[src/rtl/button_reader_if.sv]
// Button-side signal bundle for button_reader: the raw button level in,
// debounced level, event strobes and press count out.
interface button_reader_if #(
  parameter int COUNT_WIDTH = 8
);
  logic                   btn;
  logic                   pressed;
  logic                   press_pulse;
  logic                   release_pulse;
  logic                   long_pulse;
  logic [COUNT_WIDTH-1:0] press_count;

  modport master (
    output btn,
    input  pressed, press_pulse, release_pulse, long_pulse, press_count
  );

  modport slave (
    input  btn,
    output pressed, press_pulse, release_pulse, long_pulse, press_count
  );
endinterface

[src/rtl/button_reader.sv]
// Debounced push-button reader: two-flop synchroniser, press/release debounce
// FSM, long-press detection and a wrapping press counter. All outputs registered.
module button_reader #(
  parameter int DEBOUNCE_CYCLES = 120000,
  parameter int LONG_CYCLES     = 12000000,
  parameter int COUNT_WIDTH     = 8
) (
  input  logic           clk,
  input  logic           reset,
  button_reader_if.slave btn_if
);

  localparam int DEB_W  = $clog2(DEBOUNCE_CYCLES);
  localparam int HOLD_W = $clog2(LONG_CYCLES);
  localparam logic [DEB_W-1:0]  DEB_MAX  = DEB_W'(DEBOUNCE_CYCLES - 1);
  localparam logic [HOLD_W-1:0] HOLD_MAX = HOLD_W'(LONG_CYCLES - 1);

  typedef enum logic [1:0] {
    IDLE,
    PRESS_WAIT,
    HELD,
    RELEASE_WAIT
  } state_e;

  state_e                 state_q, state_d;
  logic                   s1_q, s2_q;
  logic [DEB_W-1:0]       deb_q, deb_d;
  logic [HOLD_W-1:0]      hold_q, hold_d;
  logic                   fired_q, fired_d;
  logic                   pressed_q, pressed_d;
  logic                   press_pulse_q, press_pulse_d;
  logic                   release_pulse_q, release_pulse_d;
  logic                   long_pulse_q, long_pulse_d;
  logic [COUNT_WIDTH-1:0] count_q, count_d;

  always_ff @(posedge clk) begin
    if (reset) begin
      s1_q            <= 1'b0;
      s2_q            <= 1'b0;
      state_q         <= IDLE;
      deb_q           <= '0;
      hold_q          <= '0;
      fired_q         <= 1'b0;
      pressed_q       <= 1'b0;
      press_pulse_q   <= 1'b0;
      release_pulse_q <= 1'b0;
      long_pulse_q    <= 1'b0;
      count_q         <= '0;
    end else begin
      s1_q            <= btn_if.btn;
      s2_q            <= s1_q;
      state_q         <= state_d;
      deb_q           <= deb_d;
      hold_q          <= hold_d;
      fired_q         <= fired_d;
      pressed_q       <= pressed_d;
      press_pulse_q   <= press_pulse_d;
      release_pulse_q <= release_pulse_d;
      long_pulse_q    <= long_pulse_d;
      count_q         <= count_d;
    end
  end

  always_comb begin
    state_d = state_q;
    case (state_q)
      IDLE:         if (s2_q) state_d = PRESS_WAIT;
      PRESS_WAIT: begin
        if (!s2_q)                 state_d = IDLE;
        else if (deb_q == DEB_MAX) state_d = HELD;
      end
      HELD:         if (!s2_q) state_d = RELEASE_WAIT;
      RELEASE_WAIT: begin
        if (s2_q)                  state_d = HELD;
        else if (deb_q == DEB_MAX) state_d = IDLE;
      end
      default:      state_d = IDLE;
    endcase
  end

  always_comb begin
    deb_d           = deb_q;
    hold_d          = hold_q;
    fired_d         = fired_q;
    pressed_d       = pressed_q;
    press_pulse_d   = 1'b0;
    release_pulse_d = 1'b0;
    long_pulse_d    = 1'b0;
    count_d         = count_q;
    case (state_q)
      IDLE: if (s2_q) deb_d = '0;
      PRESS_WAIT: begin
        if (s2_q) begin
          if (deb_q == DEB_MAX) begin
            pressed_d     = 1'b1;
            press_pulse_d = 1'b1;
            count_d       = count_q + COUNT_WIDTH'(1);
            hold_d        = '0;
            fired_d       = 1'b0;
          end else begin
            deb_d = deb_q + DEB_W'(1);
          end
        end
      end
      HELD: begin
        // hold_cnt stays frozen while in RELEASE_WAIT so a glitch resumes it
        if (!s2_q) begin
          deb_d = '0;
        end else if (hold_q == HOLD_MAX) begin
          if (!fired_q) begin
            long_pulse_d = 1'b1;
            fired_d      = 1'b1;
          end
        end else begin
          hold_d = hold_q + HOLD_W'(1);
        end
      end
      RELEASE_WAIT: begin
        if (!s2_q) begin
          if (deb_q == DEB_MAX) begin
            pressed_d       = 1'b0;
            release_pulse_d = 1'b1;
          end else begin
            deb_d = deb_q + DEB_W'(1);
          end
        end
      end
      default: ;
    endcase
  end

  assign btn_if.pressed       = pressed_q;
  assign btn_if.press_pulse   = press_pulse_q;
  assign btn_if.release_pulse = release_pulse_q;
  assign btn_if.long_pulse    = long_pulse_q;
  assign btn_if.press_count   = count_q;

endmodule

[src/flat_wrapper.sv]
// flat-port wrapper written by rule: the top's interface ports become plain ports
module button_reader_flat 
#(
  parameter int DEBOUNCE_CYCLES = 120000,
  parameter int LONG_CYCLES     = 12000000,
  parameter int COUNT_WIDTH     = 8
)
  (clk, reset, btn_if_btn, btn_if_pressed, btn_if_press_pulse, btn_if_release_pulse, btn_if_long_pulse, btn_if_press_count);
  button_reader_if #(.COUNT_WIDTH(COUNT_WIDTH)) btn_if_i ();
  input  logic clk;
  input  logic reset;
  input wire logic [$bits(btn_if_i.btn)-1:0] btn_if_btn;
  output wire logic [$bits(btn_if_i.pressed)-1:0] btn_if_pressed;
  output wire logic [$bits(btn_if_i.press_pulse)-1:0] btn_if_press_pulse;
  output wire logic [$bits(btn_if_i.release_pulse)-1:0] btn_if_release_pulse;
  output wire logic [$bits(btn_if_i.long_pulse)-1:0] btn_if_long_pulse;
  output wire logic [$bits(btn_if_i.press_count)-1:0] btn_if_press_count;
  assign btn_if_i.btn = btn_if_btn;
  assign btn_if_pressed = btn_if_i.pressed;
  assign btn_if_press_pulse = btn_if_i.press_pulse;
  assign btn_if_release_pulse = btn_if_i.release_pulse;
  assign btn_if_long_pulse = btn_if_i.long_pulse;
  assign btn_if_press_count = btn_if_i.press_count;
  button_reader #(.DEBOUNCE_CYCLES(DEBOUNCE_CYCLES), .LONG_CYCLES(LONG_CYCLES), .COUNT_WIDTH(COUNT_WIDTH)) u_core (.clk(clk), .reset(reset), .btn_if(btn_if_i));
endmodule
[config.mk]
export PLATFORM = sky130hd
export DESIGN_NAME = button_reader_flat
export DESIGN_NICKNAME = d
export VERILOG_FILES = /design/src/rtl/button_reader_if.sv /design/src/rtl/button_reader.sv /design/src/flat_wrapper.sv
export SDC_FILE = /design/constraint.sdc
export NUM_CORES = 1
export LEC_CHECK = 0
export BUFFER_PORTS_ARGS = -buffer_cell sky130_fd_sc_hd__buf_4
export CAP_MARGIN = 10
export CORE_ASPECT_RATIO = 1.1
export CORE_UTILIZATION = 55
export CTS_CLUSTER_DIAMETER = 150
export CTS_CLUSTER_SIZE = 20
export DETAILED_ROUTE_END_ITERATION = 10
export GPL_ROUTABILITY_DRIVEN = 1
export PLACE_DENSITY = 0.84
export SLEW_MARGIN = 20
export SYNTH_ARGS = -nofsm -noshare
export SYNTH_HDL_FRONTEND = slang
export SYNTH_SLANG_ARGS = --single-unit
[constraint.sdc]
create_clock -name clk -period 2 [get_ports clk]
set_input_delay 0.1 -clock clk [delete_from_list [all_inputs] [get_ports clk]]
set_output_delay 0.1 -clock clk [all_outputs]
set_load 0.05 [all_outputs]
==> out/results.ini, run 1 <==
[timing]
report.final.slew_viol_count = 0
fin_crit_sh = 1.023
hold_viol_final = 0
timing.fmax_ghz = 0.4887
final.setup_skew_ns = 0.007609
setup_violations = 5
worst_pin_slew_ns = 0.5866
postLayoutSetupSlackWorst_ns = -0.04626
slew_headroom = 0.6089
rsz0062_at_grt = true
fin_crit_ns = 2.046
fin_tns_setup_ns = -0.1613

[setup_path]
max_stage_delay_ns = 0.59
r2r_slack_ns = -0.05
crit_family = simple AND/OR/NAND/NOR gates
critPathMaxFanout = 4
crit_buf_inv = 1
cp.required_ns = 2.23
cp_slowest_cell = or4_4
critPathLaunchType = register
endpoint_kind = register
critical_path_class = register to register
worst_ep_arrival_time_ns = 2.28
path_cells = nand4bb_4 -> or4_4 -> nor3_4 -> buf_6 -> nand4_1 -> mux2_4

[route]
num_vias = 3095
finalWirelength_um = 8380
vias_per_cell = 6.543
ant_nets = 0
drt-pass1-iter-count = 5
wl_per_cell_um = 17.72
drt_iter0_drc = 252
remaining_drc_errors = 0

[final_layout]
stdcell_count = 473
drive_gt1_frac = 0.2699
regArea_um2 = 1169
fillers = 346
antenna-diode-count = 0
multi_input_area_um2 = 1803
finalInstanceArea_um2 = 3796
nNetsFinal = 416
syn2layout_area_growth_pct = 29.11

[synth]
avgSynthCellArea_um2 = 8.623
synthArstFlopShare = 0
synth_cell_types = 61
yosysSeqAreaShare = 0.3949
synth_flop_cell = dfxtp_1
netlist_instances = 341
synth-edff-count = 0
synth_warnings = 0
ys_ff_latch = 58
synth_fp_nets = 347
syn_area_um2 = 2940

[pwr]
leakagePower_uw = 0.001457
peakVddDrop_mv = 0.4786
p_per_area_nw_per_um2 = 620.7
finalPower_uw = 2356

[global_route]
grt_pass1_vias = 2824
grt_overflow = 0
grt_max_degree = 26
grt_first_pass_wirelength_um = 13200
antenna_found_initial = 0
track_usage = 0.3012

[cts]
htree_levels = 3
path_clk_slew_ns = 0.07
cts-root-buf = clkbuf_8
cts_tree = done
insertion_delay_ns = 0.34
cts_max_path_buffers = 2
cts_buffers = 9
clock_sinks = 58

[flow_run]
cap_violations = 0

[outcome]
violations = negative setup slack
status = complete, but fails checks

[placed_design]
dp_cells = 451
place_congestion = 0.9392
pre_cts_ws_ns = -0.01648
dpl.hpwl_um = 5603
port_buffers = 14
place_area_um2 = 3467

[floorplanning]
fp-row-count = 27
core_um2 = 5067
die_h_um = 78.69
die_x_um = 71.72
fp.dieArea_um2 = 5643
io_pins = 15
initial_utilization = 0.5802

[min_path]
min_path_type = input pin to register

-- power by group --
part / switching, uW / internal, uW / total (uW)
registers: 7.90 / 1160 / 1170
logic: 53.5 / 29.0 / 82.6
clock network: 462 / 643 / 1110
total: 523 / 1830 / 2360
-- layout by cell type (no fill, tap or decap), types with 3 or more instances in the layout --
cell type and n:
a2bb2oi_1 3, nor3_1 5, dfxtp_1 54, o41ai_1 4, nor2_1 30, o211ai_1 6
nand2b_1 3, xor2_1 11, xnor2_1 5, o21a_1 4, nand4b_1 5, o21ai_0 10
nand2_1 32, buf_4 68, o31ai_1 3, a31oi_1 11, dfxtp_2 3, and3_1 4
o22a_1 6, nand3_1 18, nand4_1 15, clkbuf_8 11, and4_1 5, clkbuf_1 3
inv_1 5, nor2b_1 5, a21oi_1 20
-- through the flow --
stage                 util  hold WS, ns
finish              0.7491       0.1079
global route        0.7491       0.1336
CTS                 0.7286       0.1047
detailed placement  0.6842       0.3159
global placement    0.6842       0.3096
floorplan                -       0.2282
-- kinds of logic (layout without fill, tap and decap cells) --
kind of cell,after synthesis,after routing,share of synthesized area
AOI/OAI and AO/OA,88,89,0.2047
xor gates and xnor gates,16,16,0.04766
adders and majority gates,3,3,0.01277
buffers and inverters,19,92,0.02809
DFF,58,58,0.3949
muxes,4,4,0.01489
and+or+nand+nor,153,153,0.2970
-- registers in the layout (all words and copies together), names as in the netlist, named ones only --
signal / flops
u_core.btn_if.long_pulse: 1
u_core.btn_if.press_count: 8
u_core.btn_if.press_pulse: 1
u_core.btn_if.pressed: 1
u_core.btn_if.release_pulse: 1
u_core.deb_q: 17
u_core.fired_q: 1
u_core.hold_q: 24
u_core.s1_q: 1
u_core.s2_q: 1
u_core.state_q: 1
-- path summary, 6_finish.rpt --
kind	end	cells past startpoint	start
worst max-delay path	u_core.btn_if.press_count[4]	6	u_core.deb_q[9]
worst min-delay path	u_core.state_q[0]	2	reset
worst max register to register	u_core.btn_if.press_count[4]	6	u_core.deb_q[9]
worst min register to register	u_core.btn_if.long_pulse	1	u_core.fired_q
-- metal layers --
layer  share of wire  track usage  up-vias
met4           0.021       0.1255        0
met1            0.41       0.3712     1483
met2            0.49       0.5123      148
met5               0            0        -
met3           0.071      0.05520       26
li1                -            -     1438
-- synth_stat cells (3+ instances only) --
master     number  share of area
dfxtp_1        58           0.39
nand2_1        33          0.042
nor2_1         30          0.038
a21oi_1        21          0.036
nand3_1        18          0.031
nand4_1        15          0.032
a31oi_1        12          0.026
xor2_1         11          0.033
o21ai_0        10          0.017
and4_1          6          0.018
buf_2           6          0.010
nor3_1          6          0.010
o211ai_1        6          0.015
o22a_1          6          0.018
inv_1           5         0.0064
nand4b_1        5          0.015
nor2b_1         5          0.011
xnor2_1         5          0.015
and3_1          4         0.0085
clkbuf_1        4         0.0051
nor4_1          4         0.0085
o21a_1          4          0.010
o31ai_1         4          0.010
o41ai_1         4          0.012
a2bb2oi_1       3         0.0089
ha_1            3          0.013
nand2b_1        3         0.0064
o311ai_0        3         0.0089
-- area by class of cell --
cell class | instances | area share
inverter | 6 | 0.005933
clock inverter | 2 | 0.009229
clock buffer | 14 | 0.04285
timing repair buffer | 70 | 0.1401
tap | 58 | 0.01912
multi-input combinational | 265 | 0.4750
sequential | 58 | 0.3078
-- timing repair --
item                       CTS  global route
hold endpoints to repair     1             0
setup endpoints to repair    6            26
hold buffers                 1             0
cloned                       0             1
setup buffers                1             3
pin swaps                    0             5
gates resized for setup      2            20
Power figures use the tool's default switching activity.
==> inputs of run 2 (changes only) <==
--- a/config.mk
+++ b/config.mk
@@ -18,3 +18,4 @@
 export SYNTH_ARGS = -nofsm -noshare
 export SYNTH_HDL_FRONTEND = slang
 export SYNTH_SLANG_ARGS = --single-unit
+export TNS_END_PERCENT = 10
==> out/results.ini, run 2 (synthesis gave the netlist of run 1 again) <==
[global_route]
track_usage = 0.2999
grt_max_degree = 26
grt_pass1_vias = 2799
grt_overflow = 0
antenna_found_initial = 0
grt_first_pass_wirelength_um = 13130

[floorplanning]
core_um2 = 5067
die_x_um = 71.72
fp.dieArea_um2 = 5643
initial_utilization = 0.5802
io_pins = 15
fp-row-count = 27
die_h_um = 78.69

[final_layout]
antenna-diode-count = 0
final_core_util = 0.7454
syn2layout_area_growth_pct = 28.47
drive_gt1_frac = 0.2615
top_register = u_core.hold_q
regArea_um2 = 1169
mostFrequentLayoutCells = buf_4 (66), dfxtp_1 (54), nand2_1 (33)
fillers = 356
multi_input_area_um2 = 1799
largest_reg_flops = 24
nNetsFinal = 414
mostFrequentLayoutCell = buf_4

[timing]
rsz0062_at_grt = true
report.final.slew_viol_count = 0
final.setup_skew_ns = 0.01352
fin_crit_sh = 1.020
fin_crit_ns = 2.039
slew_headroom = 0.6398
hold_viol_final = 0
timing.fmax_ghz = 0.4904
worst_pin_slew_ns = 0.5403
setup_violations = 1
postLayoutSetupSlackWorst_ns = -0.03918

[route]
vias_per_cell = 6.476
remaining_drc_errors = 0
drt_iter0_drc = 295
num_vias = 3050
ant_nets = 0
wl_per_cell_um = 17.72
drt-pass1-iter-count = 5
finalWirelength_um = 8347

[setup_path]
cp.required_ns = 2.22
endpoint_kind = register
critical_path_class = register to register
critPathMaxFanout = 7
worst_ep_arrival_time_ns = 2.26
critPathLaunchType = register

[pwr]
peakVddDrop_mv = 0.4780
p_per_area_nw_per_um2 = 622.9
leakagePower_uw = 0.001428
finalPower_uw = 2353

[cts]
cts_tree = done
cts_buffers = 9
path_clk_slew_ns = 0.07
clock_sinks = 58
cts_max_path_buffers = 2
cts-root-buf = clkbuf_8
insertion_delay_ns = 0.34
htree_levels = 3

[placed_design]
dpl.hpwl_um = 5603
place_congestion = 0.9392
port_buffers = 14

[flow_run]
cap_violations = 0

[outcome]
status = complete, but fails checks
violations = negative setup slack

[min_path]
min_path_type = input pin to register

run 2: changes by cell type in the layout (fill, tap and decap cells not counted), sizes merged:
cell,change
buf,-2
run 2: routing by layer:
| layer | GRT usage | up-vias | routed length, um |
|---|---|---|---|
| li1 | - | 1432 | - |
| met1 | 0.3728 | 1467 | 3530 |
| met2 | 0.5075 | 124 | 4148 |
| met3 | 0.05520 | 27 | 484 |
| met4 | 0.1216 | 0 | 184 |
| met5 | 0 | - | 0 |
run 2: worst max-delay path, cell delays in order (launching register included):
cell and delay (ns):
dfxtp_2 0.33, nand4bb_4 0.21, or4_4 0.59, nor3_4 0.28, buf_6 0.16, nor3_4 0.06
mux2_4 0.28
run 2: path summary, 6_finish.rpt:
path	start	endpoint	cells after the start	slack, ns
setup / recovery	u_core.deb_q[9]	u_core.hold_q[0]	6	-0.04
hold / removal	reset	u_core.state_q[0]	2	0.11
setup reg to reg	u_core.deb_q[9]	u_core.hold_q[0]	6	-0.04
hold reg to reg	u_core.fired_q	u_core.btn_if.long_pulse	1	0.43
run 2: per-stage QoR:
| stage | setup slack [ns] | area [um2] | TNS, ns | std cells | hold slack, ns |
|---|---|---|---|---|---|
| final | -0.03918 | 3777 | -0.03918 | 471 | 0.1099 |
| after floorplan | -0.02546 | 2979 | -0.04250 | 341 | 0.2282 |
| after CTS | -0.003823 | 3685 | -0.004313 | 468 | 0.1047 |
| after global placement | 0.06117 | 3467 | 0 | 451 | 0.3096 |
| after detailed placement | -0.01648 | 3467 | -0.01648 | 451 | 0.3159 |
| after global routing | -0.08844 | 3777 | -0.3945 | 471 | 0.1301 |
run 2: final cells by class:
cell class	instances	share of cell area
multi-input combinational	265	0.4763
inverter	6	0.005962
clock buffer	14	0.04306
sequential	58	0.3094
tap	58	0.01921
clock inverter	2	0.009275
timing repair buffer	68	0.1368
run 2: where the power goes:
part,internal (uW),switching [uW]
Combinational,29.0,53.5
Clock,643,458
Sequential,1160,7.97
run 2: repair_timing:
action / 4_1_cts / 5_1_grt
pin swaps: 0 / 8
setup buffers: 0 / 2
setup endpoints to repair: 6 / 27
endpoints found under the hold margin: 1 / 0
hold buffers: 1 / 0
gates cloned: 0 / 1
gates resized for setup: 2 / 19
==> inputs of run 3 (changes only) <==
--- a/config.mk
+++ b/config.mk
@@ -6,14 +6,14 @@
 export NUM_CORES = 1
 export LEC_CHECK = 0
 export BUFFER_PORTS_ARGS = -buffer_cell sky130_fd_sc_hd__buf_4
-export CAP_MARGIN = 10
+export CAP_MARGIN = 20
 export CORE_ASPECT_RATIO = 1.1
 export CORE_UTILIZATION = 55
 export CTS_CLUSTER_DIAMETER = 150
 export CTS_CLUSTER_SIZE = 20
 export DETAILED_ROUTE_END_ITERATION = 10
 export GPL_ROUTABILITY_DRIVEN = 1
-export PLACE_DENSITY = 0.84
+export PLACE_DENSITY = 0.76
 export SLEW_MARGIN = 20
 export SYNTH_ARGS = -nofsm -noshare
 export SYNTH_HDL_FRONTEND = slang
==> out/results.ini, run 3 (synthesis gave the netlist of run 1 again) <==
[global_route]
grt_max_degree = 17
grt_overflow = 0
antenna_found_initial = 0
track_usage = 0.2853
grt_pass1_vias = 2717
grt_first_pass_wirelength_um = 12520

[final_layout]
fillers = 372
mostFrequentLayoutCells = buf_4 (70), dfxtp_1 (54), nand2_1 (32)
mostFrequentLayoutCell = buf_4
syn2layout_area_growth_pct = 27.57
top_register = u_core.hold_q
drive_gt1_frac = 0.2668
largest_reg_flops = 24
nNetsFinal = 417
finalInstanceArea_um2 = 3751
antenna-diode-count = 0

[pwr]
peakVddDrop_mv = 0.5044
leakagePower_uw = 0.001428
p_per_area_nw_per_um2 = 586.5

[timing]
hold_viol_final = 0
rsz0062_at_grt = true
setup_violations = 4
holdWs_ns = 0.01477
timing.fmax_ghz = 0.4899
postLayoutSetupSlackWorst_ns = -0.04133
fin_crit_ns = 2.041
fin_crit_sh = 1.021
worst_pin_slew_ns = 0.5110
slew_headroom = 0.6575
final.setup_skew_ns = 0.009939
report.final.slew_viol_count = 0

[setup_path]
endpoint_kind = register
cp.required_ns = 2.22
worst_ep_arrival_time_ns = 2.26
critPathMaxFanout = 6
critical_path_class = register to register
critPathLaunchType = register

[floorplanning]
fp.dieArea_um2 = 5643
initial_utilization = 0.5802
core_um2 = 5067
io_pins = 15
die_h_um = 78.69
die_x_um = 71.72
fp-row-count = 27

[cts]
htree_levels = 3
cts-root-buf = clkbuf_8
clock_sinks = 58
insertion_delay_ns = 0.34
cts_buffers = 9
cts_tree = done
path_clk_slew_ns = 0.07
cts_max_path_buffers = 2

[route]
drt_iter0_drc = 187
finalWirelength_um = 7747
vias_per_cell = 6.272
wl_per_cell_um = 16.34
remaining_drc_errors = 0
num_vias = 2973
ant_nets = 0
drt-pass1-iter-count = 5

[flow_run]
cap_violations = 0

[outcome]
status = complete, but fails checks
violations = negative setup slack

[placed_design]
place_congestion = 0.9156
dpl.hpwl_um = 5406
port_buffers = 14
place_area_um2 = 3517

[min_path]
min_path_type = input pin to register

==> run 3: worst paths after layout <==
path	start	to	slack [ns]	cells past startpoint
setup / recovery	u_core.deb_q[9]	u_core.btn_if.press_count[4]	-0.04	5
hold / removal	reset	u_core.s1_q	0.01	2
setup reg to reg	u_core.deb_q[9]	u_core.btn_if.press_count[4]	-0.04	5
hold reg to reg	u_core.fired_q	u_core.btn_if.long_pulse	0.44	1
==> run 3: cell type report <==
cell class	instances	area (um2)	area share
multi-input combinational	264	1760	0.4693
clock inverter	5	30.03	0.008005
clock buffer	11	141.4	0.03769
timing repair buffer	72	555.5	0.1481
sequential	58	1169	0.3115
tap	58	72.57	0.01935
inverter	6	22.52	0.006004
==> run 3: routing by layer <==
layer	routed length, um	up-vias	track usage
met5	0	-	0
met4	151	0	0.1039
li1	-	1440	-
met2	3809	110	0.4708
met1	3409	1406	0.3600
met3	377	17	0.06804
==> run 3: worst max-delay path, cell delays in order (launching register included) <==
cell       delay (ns)
dfxtp_2          0.33
nand4bb_4        0.22
or4_4            0.58
nor3_4           0.31
nand4_1          0.15
mux2_1           0.32
==> run 3: repair_timing <==
| item | 4_1_cts | 5_1_grt |
|---|---|---|
| gates resized for setup | 2 | 13 |
| endpoints found under the hold margin | 1 | 0 |
| endpoints found under the setup margin | 5 | 30 |
| pin swaps | 0 | 6 |
| hold buffers | 1 | 0 |
| setup buffers | 0 | 1 |
==> run 3: metrics by stage <==
stage | util | std cells | setup TNS, ns | setup slack [ns] | total power, uW
3_3_place_gp | 0.6941 | 456 | 0 | 0.02266 | 1272
6_report | 0.7402 | 474 | -0.1174 | -0.04133 | 2200
3_5_place_dp | 0.6941 | 456 | 0 | 0.008182 | 1273
2_1_floorplan | - | 341 | -0.04250 | -0.02546 | 1243
4_1_cts | 0.7304 | 473 | -0.02153 | -0.01208 | 2205
5_1_grt | 0.7402 | 474 | -0.8963 | -0.1162 | 2276
==> run 3: power breakdown <==
part | total [uW] | leakage [uW] | internal (uW) | switching, uW
clock | 951 | 0.0000851 | 476 | 475
sequential | 1170 | 0.000470 | 1160 | 7.01
combinational | 82.0 | 0.000873 | 29.5 | 52.4
total | 2200 | 0.00143 | 1670 | 534
